[config.mk]
export PLATFORM = sky130hd
export DESIGN_NAME = game_time_counter
export DESIGN_NICKNAME = d
export VERILOG_FILES = /design/src/rtl/game_time_pkg.sv /design/src/rtl/bcd_digit_counter.sv /design/src/rtl/game_time_counter.sv
export SDC_FILE = /design/constraint.sdc
export NUM_CORES = 1
export LEC_CHECK = 0
export CAP_MARGIN = 5
export CORE_UTILIZATION = 40
export DETAILED_ROUTE_END_ITERATION = 6
export GPL_TIMING_DRIVEN = 1
export PLACE_DENSITY = 0.64
export SLEW_MARGIN = 20
export SYNTH_ARGS = -nofsm -noshare
export SYNTH_HDL_FRONTEND = slang
export SYNTH_HIERARCHICAL = 1
export SYNTH_SLANG_ARGS = --single-unit
[constraint.sdc]
create_clock -name clock_25 -period 2.33 [get_ports clock_25]
set_input_delay 0.3495 -clock clock_25 [delete_from_list [all_inputs] [get_ports clock_25]]
set_output_delay 0.3495 -clock clock_25 [all_outputs]
set_load 0.01 [all_outputs]
[src/rtl/game_time_pkg.sv]
// Shared types and constants for the elapsed-game-time counter (MM:SS in BCD).
package game_time_pkg;

    localparam int unsigned BCD_W = 4;

    typedef logic [BCD_W-1:0] bcd_t;

    typedef enum logic [1:0] {
        ST_IDLE = 2'd0,
        ST_RUN  = 2'd1,
        ST_HALT = 2'd2
    } state_t;

    typedef struct packed {
        bcd_t min_tens;
        bcd_t min_units;
        bcd_t sec_tens;
        bcd_t sec_units;
    } game_time_t;

    localparam bcd_t SEC_TENS_MAX = 4'd5;
    localparam bcd_t DIGIT_MAX    = 4'd9;

    localparam game_time_t SAT_TIME = '{
        min_tens:  DIGIT_MAX,
        min_units: DIGIT_MAX,
        sec_tens:  SEC_TENS_MAX,
        sec_units: DIGIT_MAX
    };

    // Count value one second before <minutes>:00, i.e. (minutes-1):59.
    function automatic game_time_t limit_pre_time(input int unsigned minutes);
        int unsigned m;
        game_time_t  t;
        m           = minutes - 1;
        t.min_tens  = 4'(m / 10);
        t.min_units = 4'(m % 10);
        t.sec_tens  = SEC_TENS_MAX;
        t.sec_units = DIGIT_MAX;
        return t;
    endfunction

endpackage

[src/rtl/bcd_digit_counter.sv]
// One BCD digit of the carry chain; wraps at MODULO-1 and reports the carry.
module bcd_digit_counter
    import game_time_pkg::*;
#(
    parameter int unsigned MODULO = 10
) (
    input  logic clock_25,
    input  logic reset,
    input  logic clear,
    input  logic inc,
    input  logic hold,
    output bcd_t digit,
    output logic carry_out
);

    localparam bcd_t LAST = 4'(MODULO - 1);

    // Carry ignores hold so the top digit's carry flags an overflow attempt.
    assign carry_out = inc & (digit == LAST);

    always_ff @(posedge clock_25 or negedge reset) begin
        if (!reset) begin
            digit <= '0;
        end else if (clear) begin
            digit <= '0;
        end else if (inc && !hold) begin
            digit <= (digit == LAST) ? '0 : digit + 4'd1;
        end
    end

endmodule

[src/rtl/game_time_counter.sv]
// Elapsed game time MM:SS from time_tik rising edges, sequenced IDLE/RUN/HALT.
// Optional time limit enabled by defining GAME_TIME_LIMIT_EN.
module game_time_counter
    import game_time_pkg::*;
#(
    parameter int unsigned TIME_LIMIT_MIN = 5
) (
    input  logic clock_25,
    input  logic reset,
    input  logic start,
    input  logic time_tik,
    input  logic game_over,
    output bcd_t sec_units,
    output bcd_t sec_tens,
    output bcd_t min_units,
    output bcd_t min_tens,
    output logic running,
    output logic saturated,
    output logic time_up
);

`ifdef GAME_TIME_LIMIT_EN
    localparam bit LIMIT_EN = 1'b1;
`else
    localparam bit LIMIT_EN = 1'b0;
`endif

    localparam game_time_t LIMIT_PRE = limit_pre_time(TIME_LIMIT_MIN);

    state_t     state;
    state_t     state_next;
    logic       tik_d;
    game_time_t count;
    logic       tik_rise;
    logic       count_inc;
    logic       limit_hit;
    logic       clear_digits;
    logic       at_sat;
    logic [3:0] carry;

    // Next state and per-cycle digit controls; abort beats game_over beats tick.
    always_comb begin
        state_next = state;
        tik_rise   = time_tik & ~tik_d;
        limit_hit  = 1'b0;
        count_inc  = 1'b0;
        case (state)
            ST_IDLE: begin
                if (start) state_next = ST_RUN;
            end
            ST_RUN: begin
                if (!start) begin
                    state_next = ST_IDLE;
                end else begin
                    limit_hit = LIMIT_EN && tik_rise && (count == LIMIT_PRE);
                    if (game_over || limit_hit) state_next = ST_HALT;
                    count_inc = tik_rise & (~game_over | limit_hit);
                end
            end
            ST_HALT: begin
                if (!start) state_next = ST_IDLE;
            end
            default: state_next = ST_IDLE;
        endcase
        clear_digits = (state_next == ST_IDLE);
        at_sat       = (count == SAT_TIME);
    end

    always_ff @(posedge clock_25 or negedge reset) begin
        if (!reset) begin
            state <= ST_IDLE;
        end else begin
            state <= state_next;
        end
    end

    // Edge-detect register and sticky flags; flags clear on the IDLE->RUN edge.
    always_ff @(posedge clock_25 or negedge reset) begin
        if (!reset) begin
            tik_d     <= 1'b0;
            running   <= 1'b0;
            saturated <= 1'b0;
            time_up   <= 1'b0;
        end else begin
            tik_d   <= time_tik;
            running <= (state_next == ST_RUN);
            if (state == ST_IDLE && start) begin
                saturated <= 1'b0;
                time_up   <= 1'b0;
            end else begin
                if (carry[3])  saturated <= 1'b1;
                if (limit_hit) time_up   <= 1'b1;
            end
        end
    end

    bcd_digit_counter #(.MODULO(10)) u_sec_units (
        .clock_25 (clock_25),
        .reset    (reset),
        .clear    (clear_digits),
        .inc      (count_inc),
        .hold     (at_sat),
        .digit    (count.sec_units),
        .carry_out(carry[0])
    );

    bcd_digit_counter #(.MODULO(6)) u_sec_tens (
        .clock_25 (clock_25),
        .reset    (reset),
        .clear    (clear_digits),
        .inc      (carry[0]),
        .hold     (at_sat),
        .digit    (count.sec_tens),
        .carry_out(carry[1])
    );

    bcd_digit_counter #(.MODULO(10)) u_min_units (
        .clock_25 (clock_25),
        .reset    (reset),
        .clear    (clear_digits),
        .inc      (carry[1]),
        .hold     (at_sat),
        .digit    (count.min_units),
        .carry_out(carry[2])
    );

    bcd_digit_counter #(.MODULO(10)) u_min_tens (
        .clock_25 (clock_25),
        .reset    (reset),
        .clear    (clear_digits),
        .inc      (carry[2]),
        .hold     (at_sat),
        .digit    (count.min_tens),
        .carry_out(carry[3])
    );

    assign sec_units = count.sec_units;
    assign sec_tens  = count.sec_tens;
    assign min_units = count.min_units;
    assign min_tens  = count.min_tens;

endmodule

=== Yosys cells after proc, flatten, opt, wreduce, memory -nomap -nowiden ===
Cells that the tools add are included.

* Output and inout bits: 19
* Bits of input ports: 5
* Word-level logic and storage cells: 64
* Register bits after elaboration: 22

* Equal/unequal tests: 8
* Reduce and logical (&&, ||, !) cells: 13
* Multiplexer cells: 22
* Bitwise gates (word level): 8
* Add/sub/neg operators: 4

{| class="wikitable"
|+ Operators by type and width
! cell !! count
|-
| $mux 4 || 12
|-
| $add 4x1->4 const B || 4
|-
| $eq 16x16->1 const B || 1
|-
| $eq 4x4->1 const B || 3
|-
| $reduce_bool 2->1 || 5
|-
| $mux 2 || 4
|-
| $and 1x1->1 || 6
|-
| $pmux 2 s3 || 1
|-
| $logic_and 1x1->1 || 5
|-
| $mux 1 || 5
|-
| $eq 2x1->1 const B || 2
|-
| $eq 4x3->1 const B || 1
|-
| $logic_not 2->1 || 2
|-
| $eq 2x2->1 const B || 1
|-
| $not 1->1 || 2
|-
| $logic_not 1->1 || 1
|}

=== Depth between registers and ports, before layout ===
* Word-level depth: 11
* Depth in mapped cells: 9
* Depth with buffers taken out: 9

=== Modules after synthesis ===
The synthesis kept the hierarchy.

{| class="wikitable"
|+ Modules (own cells, without submodules)
! module !! times used !! sequential area each (µm²) !! area each (µm²) !! cells each
|-
| bcd_digit_counter at u_min_tens ... || 3 || 100.1 || 249.0 || 26
|-
| game_time_counter || 1 || 125.1 || 271.5 || 23
|-
| bcd_digit_counter at u_sec_tens || 1 || 100.1 || 244.0 || 25
|}

=== Least setup slack after synthesis ===
Ideal clock, no wire load.

* Path kind: register to register
* From: register u_sec_units.digit[1]
* To: register u_min_tens.digit[3]
* Setup slack: 0.171 ns
* Stages on the path, launching flop included: 10
* Data required time: 2.245 ns
* Arrival time: 2.073 ns
* Buffers on the path: 0
* Period minus slack after synthesis: 2.159 ns
* Library setup time: 0.085 ns
* Cells stage by stage: dfrtp_1 inv_1 ha_1 and3b_1 and2_2 and2_1 and2_2 nand2b_4 or4b_1 a31oi_1

* Cells in the longest elaborated chain, start to end: 6
* Elaborated cells between the ends (all ways): 8
* Those cells by class: eq/ne: 2; bitwise: 3; reduce/logical: 3

{| class="wikitable"
|+ RTL lines
! element !! RTL line !! source
|-
| from (decl) || bcd_digit_counter.sv:12 || <nowiki>output bcd_t digit,</nowiki>
|-
| from (signal assigned) || bcd_digit_counter.sv:27 || <nowiki>digit <= (digit == LAST) ? '0 : digit + 4'd1;</nowiki>
|-
| $eq 4x4->1 || bcd_digit_counter.sv:19 || <nowiki>assign carry_out = inc & (digit == LAST);</nowiki>
|-
| $and 1x1->1 || bcd_digit_counter.sv:19 ||
|-
| net carry[0] || game_time_counter.sv:39 || <nowiki>logic [3:0] carry;</nowiki>
|-
| $and 1x1->1 || bcd_digit_counter.sv:19 ||
|-
| net carry[1] || game_time_counter.sv:39 ||
|-
| $and 1x1->1 || bcd_digit_counter.sv:19 ||
|-
| net carry[2] || game_time_counter.sv:39 ||
|-
| $logic_and 1x1->1 || bcd_digit_counter.sv:26 || <nowiki>end else if (inc && !hold) begin</nowiki>
|-
| $reduce_bool 2->1 (no source line) || n/a ||
|-
| to (signal assigned) || bcd_digit_counter.sv:27 ||
|-
| to (decl) || bcd_digit_counter.sv:12 ||
|}

The timed path passes the listed nets, and every way through them passes these cells.
A chain may end at the register's enable or synchronous reset.

=== Worst setup path in the final report ===
Same ends and word-level chain as after synthesis.

==> flow_metrics.env <==
export IMPL_outcome="finished clean"
export IMPL_crit_fanout=6
export IMPL_reg2reg_depth=9
export IMPL_r2r_slack_ps=240
export IMPL_worst_setup_path_start_kind="flop"
export IMPL_clkTransAtPathRegs_ps=110
export IMPL_start_util=0.417
export IMPL_cp_cell_sequence="inv_1 -> ha_1 -> and3b_1 -> and2_2 -> and2_1 -> and2_2 -> nand2b_4 -> or4b_1 -> a31oi_1"
export IMPL_n_antenna_cell=0
export IMPL_cpMaxStageDelayCell="or4b_1"
export IMPL_utilization=0.539
export IMPL_fin_setup_tns_ps=0
export IMPL_fin_crit_sh=0.899
export IMPL_ys_top_cells_by_area="dfrtp_1, ha_1, a21oi_1"
export IMPL_worstSetupPathType="flop to flop"
export IMPL_crit_arrival_ps=2310
export IMPL_min_period_ps=2090
export IMPL_dieArea_mm2=0.00338
export IMPL_cts_buffer_depth=2
export IMPL_synth_warnings=6
export IMPL_power_per_cell_area_mw_per_mm2=361
export IMPL_cts_max_level=1
export IMPL_dp_slack_ps=-22.5
export IMPL_seq_area_frac_synth=0.416
export IMPL_syn_instance_count=126
export IMPL_p_sw_frac=0.223
export IMPL_dieWidth_um=58.2
export IMPL_ctsResizeCount=0
export IMPL_first_pass_iters=4
export IMPL_chipHeight_um=58.2
export IMPL_comb_power_share=0.077
export IMPL_yosysTopAreaCell="dfrtp_1"
export IMPL_clk_latency_ps=300
export IMPL_worst_setup_path_end_kind="flop"
export IMPL_antenna_found_initial=0
export IMPL_hold_class="input port to asynchronous set/reset pin"
export IMPL_vdd_drop_max_mv=0.156
export IMPL_post_drt_wl_per_cell_um=12.0
export IMPL_grt_pass1_vias=981
export IMPL_cts_tree="built"
export IMPL_postCtsHoldBufs=0
export IMPL_synth_edf_count=0
export IMPL_stdcell_area_mm2=0.00163
export IMPL_slew_viol_final=0
export IMPL_synth_most_common_cell="dfrtp_1"
export IMPL_fin_cells=205
export IMPL_syn_area_mm2=0.00126
export IMPL_clock_fmax_mhz=478
export IMPL_cpMostUsedCell="and2_2"
export IMPL_timing_hold_ws_ps=379
export IMPL_setup_slack_ps=236
export IMPL_tightest_slew_ps=607
export IMPL_clock_sinks=21
export IMPL_maxCapViolCount=0
export IMPL_post_dp_hpwl_um=1800
export IMPL_routed_wl_um=2470
export IMPL_vias=1045
export IMPL_place_congestion=0.773
export IMPL_syn_area_per_cell_um2=10.0
export IMPL_critPathRequiredTime_ps=2550
export IMPL_hold_violations=0
export IMPL_reg2reg_to="u_min_tens/digit[3]"
export IMPL_area_growth_synth_to_final_pct=29.2
export IMPL_grt_max_degree=22
export IMPL_nets=175
export IMPL_syn_nets=139
export IMPL_layout_drive_gt1_share=0.137
export IMPL_synth_common_cells="dfrtp_1, a21oi_1, nand2_1, ha_1, or3_1"
export IMPL_portBuffers=22
export IMPL_p_leak_nw=0.681
export IMPL_ys_async_sr_fraction=1.00
export IMPL_synth_distinct_cells=28
export IMPL_row_count=20
export IMPL_dp_cells=201
export IMPL_drtIter0Drc=18
export IMPL_r2r_start="u_sec_units/digit[1]"
export IMPL_pwr_share_seq=0.635
export IMPL_cts_inserted_buffers=3
export IMPL_core_area_mm2=0.00303
export IMPL_gr_total_overflow=0
export IMPL_switchingPower_uw=132
export IMPL_postRouteAntennaNets=0
export IMPL_setup_violations_final=0
export IMPL_grtUsageTotal=0.171
export IMPL_synth_top_area_share=0.416
export IMPL_fin_skew_ps=5.57
export IMPL_pwr_share_clk=0.289
export IMPL_finalPower_uw=589
export IMPL_ys_ff_latch=21
export IMPL_postCtsSetupBuffers=0
export IMPL_io_pins=24
export IMPL_rsz0062_at_grt="false"
export IMPL_grt_pass1_wl_um=4370
export IMPL_vias_per_cell=5.10
export IMPL_p_int_uw=458
export IMPL_synthFlopType="dfrtp_1"
export IMPL_place_area_mm2=0.00161
export IMPL_cts_root_buffer="clkbuf_4"
export IMPL_max_stage_delay_ps=460
export IMPL_relSlewSlack=0.594
export IMPL_drc=0
export IMPL_nFillCells=273
==> worst max path at each step <==
stage | slack, ps | startpoint | to
after floorplan | 170 | u_sec_units/digit[1] | u_min_tens/digit[3]
after global placement | 40 | game_over | u_min_tens/digit[3]
after detailed placement | -20 | game_over | u_min_tens/digit[3]
after CTS | 230 | u_sec_units/digit[1] | u_min_tens/digit[3]
after global routing | 110 | u_sec_units/digit[1] | u_min_tens/digit[3]
final | 240 | u_sec_units/digit[1] | u_min_tens/digit[3]
==> logic make-up after synthesis <==
family | synth area share
buf+inv | 0.0178
compound gates | 0.107
fa+ha+maj | 0.0793
simple gates | 0.353
flops | 0.416
mux | 0.0238
other cells | 0.00297
==> worst max-delay path, delay by kind of cell (launching register included) <==
kind	cells	cell delay, ps
simple gates	6	1210
flops	1	400
fa+ha+maj	1	170
compound gates	1	170
buf+inv	1	60
==> power by group through the flow <==
stage | clock, mW | combinational [mW] | sequential [mW]
floorplan | 0 | 0.0158 | 0.382
global placement | 0 | 0.0454 | 0.381
detailed placement | 0 | 0.0460 | 0.381
CTS | 0.183 | 0.0462 | 0.374
global route | 0.204 | 0.0500 | 0.375
finish | 0.170 | 0.0451 | 0.374
==> cell type report <==
cell class	instances	area (um2)	area share
multi-input combinational	100	714	0.438
tap	44	55.1	0.0337
sequential	21	526	0.322
timing repair buffer	32	295	0.181
clock buffer	4	26.3	0.0161
inverter	4	15.0	0.00920
==> sequential cells by signal (all words and copies together), names as in the netlist <==
signal,cells
u_min_tens/digit,4
u_min_units/digit,4
u_sec_tens/digit,4
u_sec_units/digit,4
state,2
running,1
saturated,1
tik_d,1
==> placed cells by master (no fill, tap or decap), drive strengths merged <==
cell           count
dfrtp             21
conb               1
and3b              4
nand2             13
ha                 8
clkbuf             4
nand2b             7
nand3b             5
a21oi             16
a31oi              3
and4bb             4
nor4bb             1
or3                8
nand4bb            1
nand3              4
nor2               7
a21boi             1
and4               1
o22a               1
inv                4
mux2i              3
o21ai              4
or4                1
clkdlybuf4s50     22
and2               4
buf               10
or4b               3
==> layer usage <==
layer	part of all wire	track usage
met1	0.48	0.234
met2	0.48	0.269
met3	0.025	0.0268
met4	0.0073	0.0714
met5	0	0
(Power assumes the default switching activity.)
